## src/rtl/rv_ctrl_pkg.sv

```systemverilog
`default_nettype none
// ============================================================================
// Module  : rv_ctrl_pkg
// Brief   : Opcode constants, select encodings and helpers for the RV32I
//           multicycle control unit.
// Revision: 1.0 - initial release
// ============================================================================
package rv_ctrl_pkg;

    localparam logic [6:0] OPC_LOAD   = 7'd3;
    localparam logic [6:0] OPC_FENCE  = 7'd15;
    localparam logic [6:0] OPC_OPIMM  = 7'd19;
    localparam logic [6:0] OPC_AUIPC  = 7'd23;
    localparam logic [6:0] OPC_STORE  = 7'd35;
    localparam logic [6:0] OPC_OP     = 7'd51;
    localparam logic [6:0] OPC_LUI    = 7'd55;
    localparam logic [6:0] OPC_BRANCH = 7'd99;
    localparam logic [6:0] OPC_JALR   = 7'd103;
    localparam logic [6:0] OPC_JAL    = 7'd111;

    typedef enum logic [2:0] {
        IMM_I    = 3'd0,
        IMM_S    = 3'd1,
        IMM_B    = 3'd2,
        IMM_U    = 3'd3,
        IMM_J    = 3'd4,
        IMM_NONE = 3'd7
    } imm_type_e;

    typedef enum logic [2:0] {
        ST_IDLE   = 3'd0,
        ST_FETCH  = 3'd1,
        ST_DECODE = 3'd2,
        ST_EXEC   = 3'd3,
        ST_MEM    = 3'd4,
        ST_WB     = 3'd5,
        ST_TRAP   = 3'd6
    } ctrl_state_e;

    typedef enum logic [1:0] {
        PC_PLUS4 = 2'd0,
        PC_IMM   = 2'd1,
        PC_ALU   = 2'd2
    } pc_src_e;

    typedef enum logic [1:0] {
        WB_ALU = 2'd0,
        WB_MDR = 2'd1,
        WB_PC4 = 2'd2
    } wb_sel_e;

    typedef enum logic [1:0] {
        ALU_A_RS1  = 2'd0,
        ALU_A_PC   = 2'd1,
        ALU_A_ZERO = 2'd2
    } alu_a_e;

    typedef enum logic [1:0] {
        ALU_ADD   = 2'd0,
        ALU_FUNCT = 2'd1,
        ALU_CMP   = 2'd2
    } alu_op_e;

    function automatic imm_type_e imm_type_of(input logic [6:0] opc);
        case (opc)
            OPC_LOAD, OPC_OPIMM, OPC_JALR: return IMM_I;
            OPC_STORE:                     return IMM_S;
            OPC_BRANCH:                    return IMM_B;
            OPC_AUIPC, OPC_LUI:            return IMM_U;
            OPC_JAL:                       return IMM_J;
            default:                       return IMM_NONE;
        endcase
    endfunction

    // SYSTEM is deliberately absent: it traps as illegal in this core.
    function automatic logic opcode_legal(input logic [6:0] opc);
        case (opc)
            OPC_LOAD, OPC_OPIMM, OPC_AUIPC, OPC_STORE, OPC_OP,
            OPC_LUI, OPC_BRANCH, OPC_JALR, OPC_JAL, OPC_FENCE: return 1'b1;
            default:                                           return 1'b0;
        endcase
    endfunction

endpackage
`default_nettype wire

```

## src/rtl/rv_mem_watchdog.sv

```systemverilog
`default_nettype none
// ============================================================================
// Module  : rv_mem_watchdog
// Brief   : Counts consecutive stalled memory-request cycles and flags a bus
//           timeout when the limit is reached without completion.
// Revision: 1.0 - initial release
// ============================================================================
module rv_mem_watchdog #(
    parameter int TIMEOUT_W   = 8,
    parameter int MEM_TIMEOUT = 255
) (
    input  logic clk,
    input  logic rst_n,
    input  logic mem_req,
    input  logic mem_ready,
    output logic timeout
);

    localparam logic [TIMEOUT_W-1:0] c_limit = TIMEOUT_W'(MEM_TIMEOUT);

    logic [TIMEOUT_W-1:0] r_count;

    always_ff @(posedge clk or negedge rst_n) begin
        if (!rst_n) begin
            r_count <= '0;
        end else if (!mem_req || mem_ready) begin
            r_count <= '0;
        end else if (r_count != c_limit) begin
            r_count <= r_count + TIMEOUT_W'(1);
        end
    end

    // A ready arriving in the limit cycle still completes normally.
    assign timeout = mem_req && !mem_ready && (r_count == c_limit);

endmodule
`default_nettype wire

```

## src/rtl/rv_mc_ctrl.sv

```systemverilog
`default_nettype none
// ============================================================================
// Module  : rv_mc_ctrl
// Brief   : Multicycle RV32I main control FSM with shared-memory arbitration
//           between fetch and load/store, plus bus-timeout trap.
// Revision: 1.0 - initial release
// ============================================================================
module rv_mc_ctrl
    import rv_ctrl_pkg::*;
#(
    parameter int TIMEOUT_W   = 8,
    parameter int MEM_TIMEOUT = 255
) (
    input  logic       clk,
    input  logic       rst_n,
    input  logic [6:0] opcode,
    input  logic       br_taken,
    input  logic       mem_ready,
    output logic       mem_req,
    output logic       mem_we,
    output logic       addr_sel,
    output logic       ir_we,
    output logic       mdr_we,
    output logic       pc_we,
    output logic [1:0] pc_src,
    output logic [2:0] imm_type,
    output logic [1:0] alu_a_sel,
    output logic       alu_b_sel,
    output logic [1:0] alu_op,
    output logic       rf_we,
    output logic [1:0] wb_sel,
    output logic       retire,
    output logic       illegal,
    output logic       bus_err
);

    ctrl_state_e r_state;
    ctrl_state_e w_next;
    logic        r_br_q;
    logic        r_illegal;
    logic        r_bus_err;
    logic        w_mem_req;
    logic        w_timeout;

    // Kept outside the FSM process so the watchdog feedback is not a loop.
    assign w_mem_req = (r_state == ST_FETCH) || (r_state == ST_MEM);
    assign mem_req   = w_mem_req;
    assign illegal   = r_illegal;
    assign bus_err   = r_bus_err;

    rv_mem_watchdog #(
        .TIMEOUT_W   (TIMEOUT_W),
        .MEM_TIMEOUT (MEM_TIMEOUT)
    ) u_watchdog (
        .clk       (clk),
        .rst_n     (rst_n),
        .mem_req   (w_mem_req),
        .mem_ready (mem_ready),
        .timeout   (w_timeout)
    );

    always_ff @(posedge clk or negedge rst_n) begin
        if (!rst_n) begin
            r_state   <= ST_IDLE;
            r_br_q    <= 1'b0;
            r_illegal <= 1'b0;
            r_bus_err <= 1'b0;
        end else begin
            r_state <= w_next;
            if (r_state == ST_EXEC && opcode == OPC_BRANCH) begin
                r_br_q <= br_taken;
            end
            if (r_state == ST_DECODE && !opcode_legal(opcode)) begin
                r_illegal <= 1'b1;
            end
            if (w_timeout) begin
                r_bus_err <= 1'b1;
            end
        end
    end

    always_comb begin
        w_next    = r_state;
        mem_we    = 1'b0;
        addr_sel  = 1'b0;
        ir_we     = 1'b0;
        mdr_we    = 1'b0;
        pc_we     = 1'b0;
        pc_src    = PC_PLUS4;
        imm_type  = IMM_NONE;
        alu_a_sel = ALU_A_RS1;
        alu_b_sel = 1'b0;
        alu_op    = ALU_ADD;
        rf_we     = 1'b0;
        wb_sel    = WB_ALU;
        retire    = 1'b0;

        case (r_state)
            ST_IDLE: w_next = ST_FETCH;

            ST_FETCH: begin
                if (mem_ready) begin
                    ir_we  = 1'b1;
                    w_next = ST_DECODE;
                end else if (w_timeout) begin
                    w_next = ST_TRAP;
                end
            end

            ST_DECODE: begin
                imm_type = imm_type_of(opcode);
                w_next   = opcode_legal(opcode) ? ST_EXEC : ST_TRAP;
            end

            ST_EXEC: begin
                imm_type = imm_type_of(opcode);
                w_next   = ST_WB;
                case (opcode)
                    OPC_OP: begin
                        alu_op = ALU_FUNCT;
                    end
                    OPC_OPIMM: begin
                        alu_b_sel = 1'b1;
                        alu_op    = ALU_FUNCT;
                    end
                    OPC_LUI: begin
                        alu_a_sel = ALU_A_ZERO;
                        alu_b_sel = 1'b1;
                    end
                    OPC_AUIPC: begin
                        alu_a_sel = ALU_A_PC;
                        alu_b_sel = 1'b1;
                    end
                    OPC_LOAD, OPC_STORE: begin
                        alu_b_sel = 1'b1;
                        w_next    = ST_MEM;
                    end
                    OPC_JALR: begin
                        alu_b_sel = 1'b1;
                    end
                    OPC_BRANCH: begin
                        alu_op = ALU_CMP;
                    end
                    default: ;
                endcase
            end

            ST_MEM: begin
                imm_type = imm_type_of(opcode);
                addr_sel = 1'b1;
                mem_we   = (opcode == OPC_STORE);
                if (mem_ready) begin
                    mdr_we = (opcode == OPC_LOAD);
                    w_next = ST_WB;
                end else if (w_timeout) begin
                    w_next = ST_TRAP;
                end
            end

            ST_WB: begin
                imm_type = imm_type_of(opcode);
                pc_we    = 1'b1;
                retire   = 1'b1;
                w_next   = ST_FETCH;
                if (opcode == OPC_JAL || (opcode == OPC_BRANCH && r_br_q)) begin
                    pc_src = PC_IMM;
                end else if (opcode == OPC_JALR) begin
                    pc_src = PC_ALU;
                end
                case (opcode)
                    OPC_LOAD, OPC_OPIMM, OPC_AUIPC, OPC_OP,
                    OPC_LUI, OPC_JALR, OPC_JAL: rf_we = 1'b1;
                    default:                    rf_we = 1'b0;
                endcase
                if (opcode == OPC_LOAD) begin
                    wb_sel = WB_MDR;
                end else if (opcode == OPC_JAL || opcode == OPC_JALR) begin
                    wb_sel = WB_PC4;
                end
            end

            ST_TRAP: w_next = ST_TRAP;

            default: w_next = ST_IDLE;
        endcase
    end

endmodule
`default_nettype wire
```

## config.mk

```make
export PLATFORM = sky130hd
export DESIGN_NAME = rv_mc_ctrl
export DESIGN_NICKNAME = d
export VERILOG_FILES = /design/src/rtl/rv_ctrl_pkg.sv /design/src/rtl/rv_mem_watchdog.sv /design/src/rtl/rv_mc_ctrl.sv
export SDC_FILE = /design/constraint.sdc
export NUM_CORES = 1
export LEC_CHECK = 0
export CAP_MARGIN = 20
export CORE_MARGIN = 5
export CORE_UTILIZATION = 33
export DETAILED_ROUTE_END_ITERATION = 8
export DONT_BUFFER_PORTS = 1
export GPL_ROUTABILITY_DRIVEN = 0
export GPL_TIMING_DRIVEN = 0
export SYNTH_ARGS = -nofsm -noshare
export SYNTH_HDL_FRONTEND = slang
export SYNTH_SLANG_ARGS = --single-unit
```

## constraint.sdc

```tcl
create_clock -name clk -period 2.7 [get_ports clk]
set_input_delay 0.54 -clock clk [delete_from_list [all_inputs] [get_ports clk]]
set_output_delay 0.54 -clock clk [all_outputs]
set_load 0.02 [all_outputs]
```

==> flow_summary.json, run 1 <==
{
  "outcome": "completed",
  "worst_setup_path_startpoint": "opcode[1]",
  "track_usage": 0.125,
  "yosysUniqueCellTypes": 47,
  "first_iter_violations": 85,
  "cts.clk_slew.worst_paths_ns": 0.08,
  "wl_per_cell_um": 14.4,
  "maxCapViolCount": 0,
  "synth_top_area_frac": 0.323,
  "wl_met1_mm": 1.12,
  "synth_seq_cells": 14,
  "top_layer": "met4",
  "grt_start_max_net_pins": 15,
  "syn2layout_area_growth_pct": 10.2,
  "hp-class": "primary input to flop",
  "path_class": "primary input to output port",
  "clock.fmax_ghz": 0.394,
  "cts_root_buf": "clkbuf_4",
  "clock_path_buffers": 2,
  "dr.pass1.iters": 4,
  "ir_drop_mv": 0.323,
  "synth_top_area_cell": "dfrtp_1",
  "drc": 0,
  "power_density_nw_per_um2": 707,
  "timing.final.crit_share": 0.939,
  "diodes": 0,
  "instances_no_fill": 177,
  "yosys_warnings": 0,
  "most-common-layout-cells": "18 x nor2_1, 14 x dfrtp_1, 11 x nand2_1",
  "cellLeakagePower_nw": 0.463,
  "async_reset_ff_frac": 1.00,
  "grt_pass1_vias": 960,
  "hpwl_mm": 1.93,
  "grt-ovfl-total": 0,
  "io_buffers": 0,
  "cts_tree": "yes",
  "grt_pass1_wl_mm": 4.42,
  "yosysSeqAreaShare": 0.323,
  "rsz0062_at_grt": "no",
  "antenna_found_initial": 0,
  "slew_headroom": 0.374,
  "cp.arrival_ns": 2.00,
  "multiInputGateArea_um2": 667,
  "synth.net_count": 141,
  "synthCells": 129,
  "clock_latency_ns": 0.28,
  "die_w_um": 67.3,
  "regArea_um2": 350,
  "ys.flop_type": "dfrtp_1",
  "min_period_ns": 2.54,
  "cts_setup_buffers": 0,
  "wl_met2_mm": 1.18,
  "setup_violations": 0,
  "worst_slew_pin_slew_ns": 0.930,
  "ios": 33,
  "die_y_um": 67.3,
  "vias": 964,
  "r2r-start": "r_state[1]",
  "finish.instance_area_um2": 1190,
  "synth_edf_count": 0,
  "cp-start-kind": "primary input",
  "final_max_slew_viol_count": 0,
  "numCtsBuffers": 3,
  "layout_commonest_cell": "nor2_1",
  "reg2reg_depth": 4,
  "rows": 20,
  "synth_area_um2": 1080,
  "cp.required_ns": 2.16,
  "worstSetupEndpoint": "alu_a_sel[1]",
  "drt.antenna.violating_nets": 0,
  "floorplan.initialDensity": 0.349,
  "power_mw": 0.844,
  "drt-vias-per-instance": 5.45,
  "drive_gt1_frac": 0.180,
  "coreArea_um2": 3100,
  "fin_skew_ns": 0.00714,
  "avgSynthCellArea_um2": 8.40,
  "placedCellCount": 173,
  "setup_tns_ns": 0,
  "htreeDepth": 1,
  "nets": 147,
  "routed-wl-met3_um": 223,
  "cts_sinks": 14,
  "r2r-end": "u_watchdog.r_count[6]",
  "drt-total-wl_mm": 2.55,
  "report.final.hold_viol_count": 0,
  "crit_fanout": 9,
  "place_area_um2": 1140,
  "die-area_um2": 4530,
  "reg2reg_slack_ns": 0.88,
  "num-fill-cells": 332,
  "synth_area_leaders": "dfrtp_1 32%, nor2_1 6.2%, nor3_1 4.2%",
  "cp-end-kind": "output port"
}
[per-stage QoR]
step	hold WS [ns]	utilization	setup slack, ns
final	0.396	0.385	0.164
after global routing	0.388	0.385	0.0795
after CTS	0.391	0.379	0.0563
after detailed placement	0.245	0.367	0.119
after global placement	0.245	0.367	0.162
after floorplan	0.244	-	0.340
[flip-flops by register name, indices dropped and copies added (netlist names)]
signal	flops
r_br_q	1
illegal	1
r_state	3
bus_err	1
u_watchdog.r_count	8
[Yosys cell counts (all sizes together) (2+ instances only)]
cell type,instances
nor2,19
nand3,2
a31oi,2
dfrtp,14
and2,3
and3,3
nor4,4
a211oi,5
nand2,11
nor3b,2
xor2,3
o21bai,2
nor3,9
a21oi,3
nor2b,3
nand4,2
mux2,2
o21ai,3
inv,6
buf,8
mux2i,3
[where the power goes]
group / switching [mW] / internal [mW]
Combinational: 0.298 / 0.155
Clock: 0.0636 / 0.0517
Sequential: 0.0306 / 0.245
Total: 0.392 / 0.452
[worst min-delay path by stage]
stage | slack (ns) | cells past startpoint | endpoint | start
6_report | 0.40 | 1 | r_br_q | br_taken
5_1_grt | 0.39 | 1 | r_br_q | br_taken
4_1_cts | 0.39 | 1 | r_br_q | br_taken
3_5_place_dp | 0.24 | 0 | u_watchdog.r_count[7] | rst_n
3_3_place_gp | 0.24 | 0 | u_watchdog.r_count[6] | rst_n
2_1_floorplan | 0.24 | 0 | bus_err | rst_n
[layer usage]
layer  GRT usage  vias up
met4      0.0304        0
met1       0.155      443
met3      0.0449        4
met2       0.205       39
met5           0        -
li1            -      478
[final cells by class]
type / instances / share of cell area
flip-flops and latches: 14 / 0.294
inverters: 6 / 0.0189
clock buffers: 3 / 0.0189
multi-input cells: 100 / 0.559
well taps: 44 / 0.0461
repair buffers: 1 / 0.00839
plain buffers: 9 / 0.0556
[critical path, cell delays in order]
cell and delay [ns]:
nand2_1 0.22, or4b_1 0.64, nor3_1 0.60
[cell families (layout without fill, tap and decap cells)]
group	count (synthesis)	count (layout)	synth area share
AOI/OAI and AO/OA	26	26	0.180
xor gates and xnor gates	4	4	0.0323
adders and majority gates	1	1	0.0115
buffers and inverters	15	19	0.0820
DFF	14	14	0.323
muxes	5	5	0.0485
and+or+nand+nor	64	64	0.322
[what timing repair did]
action                     4_1_cts  5_1_grt
gates cloned                     0        0
setup endpoints to repair        1        3
hold endpoints to repair        14        0
hold buffers                     1        0
pin swaps                        0        0
resized for setup                1        3
(Power assumes the default switching activity.)
==> run 2: changes to the inputs <==
--- a/config.mk
+++ b/config.mk
@@ -8,6 +8,7 @@
 export CAP_MARGIN = 20
 export CORE_MARGIN = 5
 export CORE_UTILIZATION = 33
+export CTS_CLUSTER_SIZE = 10
 export DETAILED_ROUTE_END_ITERATION = 8
 export DONT_BUFFER_PORTS = 1
 export GPL_ROUTABILITY_DRIVEN = 0
@@ -15,3 +16,4 @@
 export SYNTH_ARGS = -nofsm -noshare
 export SYNTH_HDL_FRONTEND = slang
 export SYNTH_SLANG_ARGS = --single-unit
+export TNS_END_PERCENT = 5
==> results of run 2 <==
Final layout, timing and power as in run 1 (identical DEF).
==> run 3: changes to the inputs <==
--- a/config.mk
+++ b/config.mk
@@ -13,6 +13,7 @@
 export DONT_BUFFER_PORTS = 1
 export GPL_ROUTABILITY_DRIVEN = 0
 export GPL_TIMING_DRIVEN = 0
+export PLACE_DENSITY = 0.58
 export SYNTH_ARGS = -nofsm -noshare
 export SYNTH_HDL_FRONTEND = slang
 export SYNTH_SLANG_ARGS = --single-unit
==> flow_summary.json, run 3 (same netlist as run 1, synthesis figures left out) <==
{
  "regArea_um2": 350,
  "syn2layout_area_growth_pct": 11.4,
  "rsz0062_at_grt": "no",
  "coreArea_um2": 3100,
  "ir_drop_mv": 0.265,
  "clock_latency_ns": 0.28,
  "fin_skew_ns": 0.00415,
  "antenna_found_initial": 0,
  "most-common-layout-cells": "18 x nor2_1, 14 x dfrtp_1, 11 x nand2_1",
  "htreeDepth": 1,
  "die_y_um": 67.3,
  "top_regs": "u_watchdog.r_count (8), r_state (3)",
  "cts_setup_buffers": 0,
  "numCtsBuffers": 3,
  "hpwl_mm": 2.03,
  "layout_commonest_cell": "nor2_1",
  "power_density_nw_per_um2": 731,
  "timing.final.crit_share": 0.944,
  "floorplan.initialDensity": 0.349,
  "grt-ovfl-total": 0,
  "cts.clk_slew.worst_paths_ns": 0.09,
  "drt.antenna.violating_nets": 0,
  "setup_tns_ns": 0,
  "drt-total-wl_mm": 2.66,
  "nets": 147,
  "wl_per_cell_um": 14.9,
  "slew_headroom": 0.376,
  "cellLeakagePower_nw": 0.471,
  "cts_sinks": 14,
  "clock.fmax_ghz": 0.392,
  "cts_root_buf": "clkbuf_4",
  "cp.required_ns": 2.16,
  "drt-vias-per-instance": 5.46,
  "first_iter_violations": 108,
  "report.final.hold_viol_count": 0,
  "io_buffers": 0,
  "drc": 0,
  "regMostFlops": "u_watchdog.r_count",
  "grt_start_max_net_pins": 15,
  "cp-start-kind": "primary input",
  "setup_violations": 0,
  "ios": 33,
  "cp-end-kind": "output port",
  "utilization": 0.389,
  "diodes": 0,
  "track_usage": 0.124,
  "maxCapViolCount": 0,
  "crit_fanout": 10,
  "hp-class": "primary input to flop",
  "multiInputGateArea_um2": 667,
  "largest_reg_flops": 8,
  "vias": 972,
  "path_class": "primary input to output port",
  "final_max_slew_viol_count": 0,
  "grt_pass1_vias": 970,
  "cp.arrival_ns": 2.01,
  "cts_tree": "yes",
  "dr.pass1.iters": 4,
  "outcome": "completed",
  "worst_slew_pin_slew_ns": 0.927,
  "min_period_ns": 2.55,
  "rows": 20,
  "die-area_um2": 4530,
  "die_w_um": 67.3,
  "drive_gt1_frac": 0.187,
  "num-fill-cells": 342,
  "grt_pass1_wl_mm": 4.46,
  "clock_path_buffers": 2
}
[run 3: cell count changes in the layout (fill, tap and decap cells not counted), sizes merged]
cell    delta
clkbuf     +1
[run 3: worst max-delay path, stage by stage]
cell    delay [ns]
buf_6         0.12
nor2_1        0.19
or4b_1        0.55
nor3_1        0.60
[run 3: cell type report]
type	instances	share of cell area
sequential	14	0.290
clock buffer	4	0.0301
multi-input combinational	100	0.552
timing repair buffer	1	0.00829
tap	44	0.0456
buffer	9	0.0549
inverter	6	0.0187
[run 3: worst paths after layout]
check | start | endpoint | slack (ns) | cells after the start
min | br_taken | r_br_q | 0.39 | 1
max reg2reg | u_watchdog.r_count[0] | r_state[0] | 0.88 | 5
max in group asynchronous | rst_n | u_watchdog.r_count[4] | 1.56 | 1
min in group asynchronous | rst_n | u_watchdog.r_count[0] | 0.72 | 1
max | opcode[3] | alu_a_sel[0] | 0.15 | 4
min reg2reg | u_watchdog.r_count[6] | u_watchdog.r_count[6] | 0.53 | 1
[run 3: metrics by stage]
stage | cell area (um2) | instances | power, mW | setup slack, ns | hold WS, ns
after floorplan | 1080 | 129 | 0.641 | 0.340 | 0.244
after global placement | 1140 | 173 | 0.707 | 0.163 | 0.245
after CTS | 1190 | 178 | 0.888 | 0.00781 | 0.390
final | 1210 | 178 | 0.882 | 0.151 | 0.392
after detailed placement | 1140 | 173 | 0.722 | 0.0747 | 0.245
after global routing | 1210 | 178 | 0.950 | 0.0724 | 0.374
[run 3: layer usage]
| layer | vias to the layer above | part of all wire | track usage |
|---|---|---|---|
| met5 | - | 0 | 0 |
| met4 | 0 | 0 | 0.0101 |
| met3 | 0 | 0.085 | 0.0483 |
| met2 | 28 | 0.48 | 0.217 |
| met1 | 469 | 0.44 | 0.149 |
| li1 | 475 | - | - |
[run 3: report_power, final]
| part | total, mW | switching [mW] | internal [mW] |
|---|---|---|---|
| Combinational | 0.452 | 0.297 | 0.156 |
| Sequential | 0.277 | 0.0319 | 0.245 |
| Clock | 0.152 | 0.0704 | 0.0820 |
[run 3: timing repair]
item | in CTS | in global routing
gates cloned | 0 | 0
hold buffers | 1 | 0
pin swaps | 0 | 0
setup endpoints to repair | 1 | 3
hold endpoints to repair | 14 | 0
gates resized for setup | 1 | 3
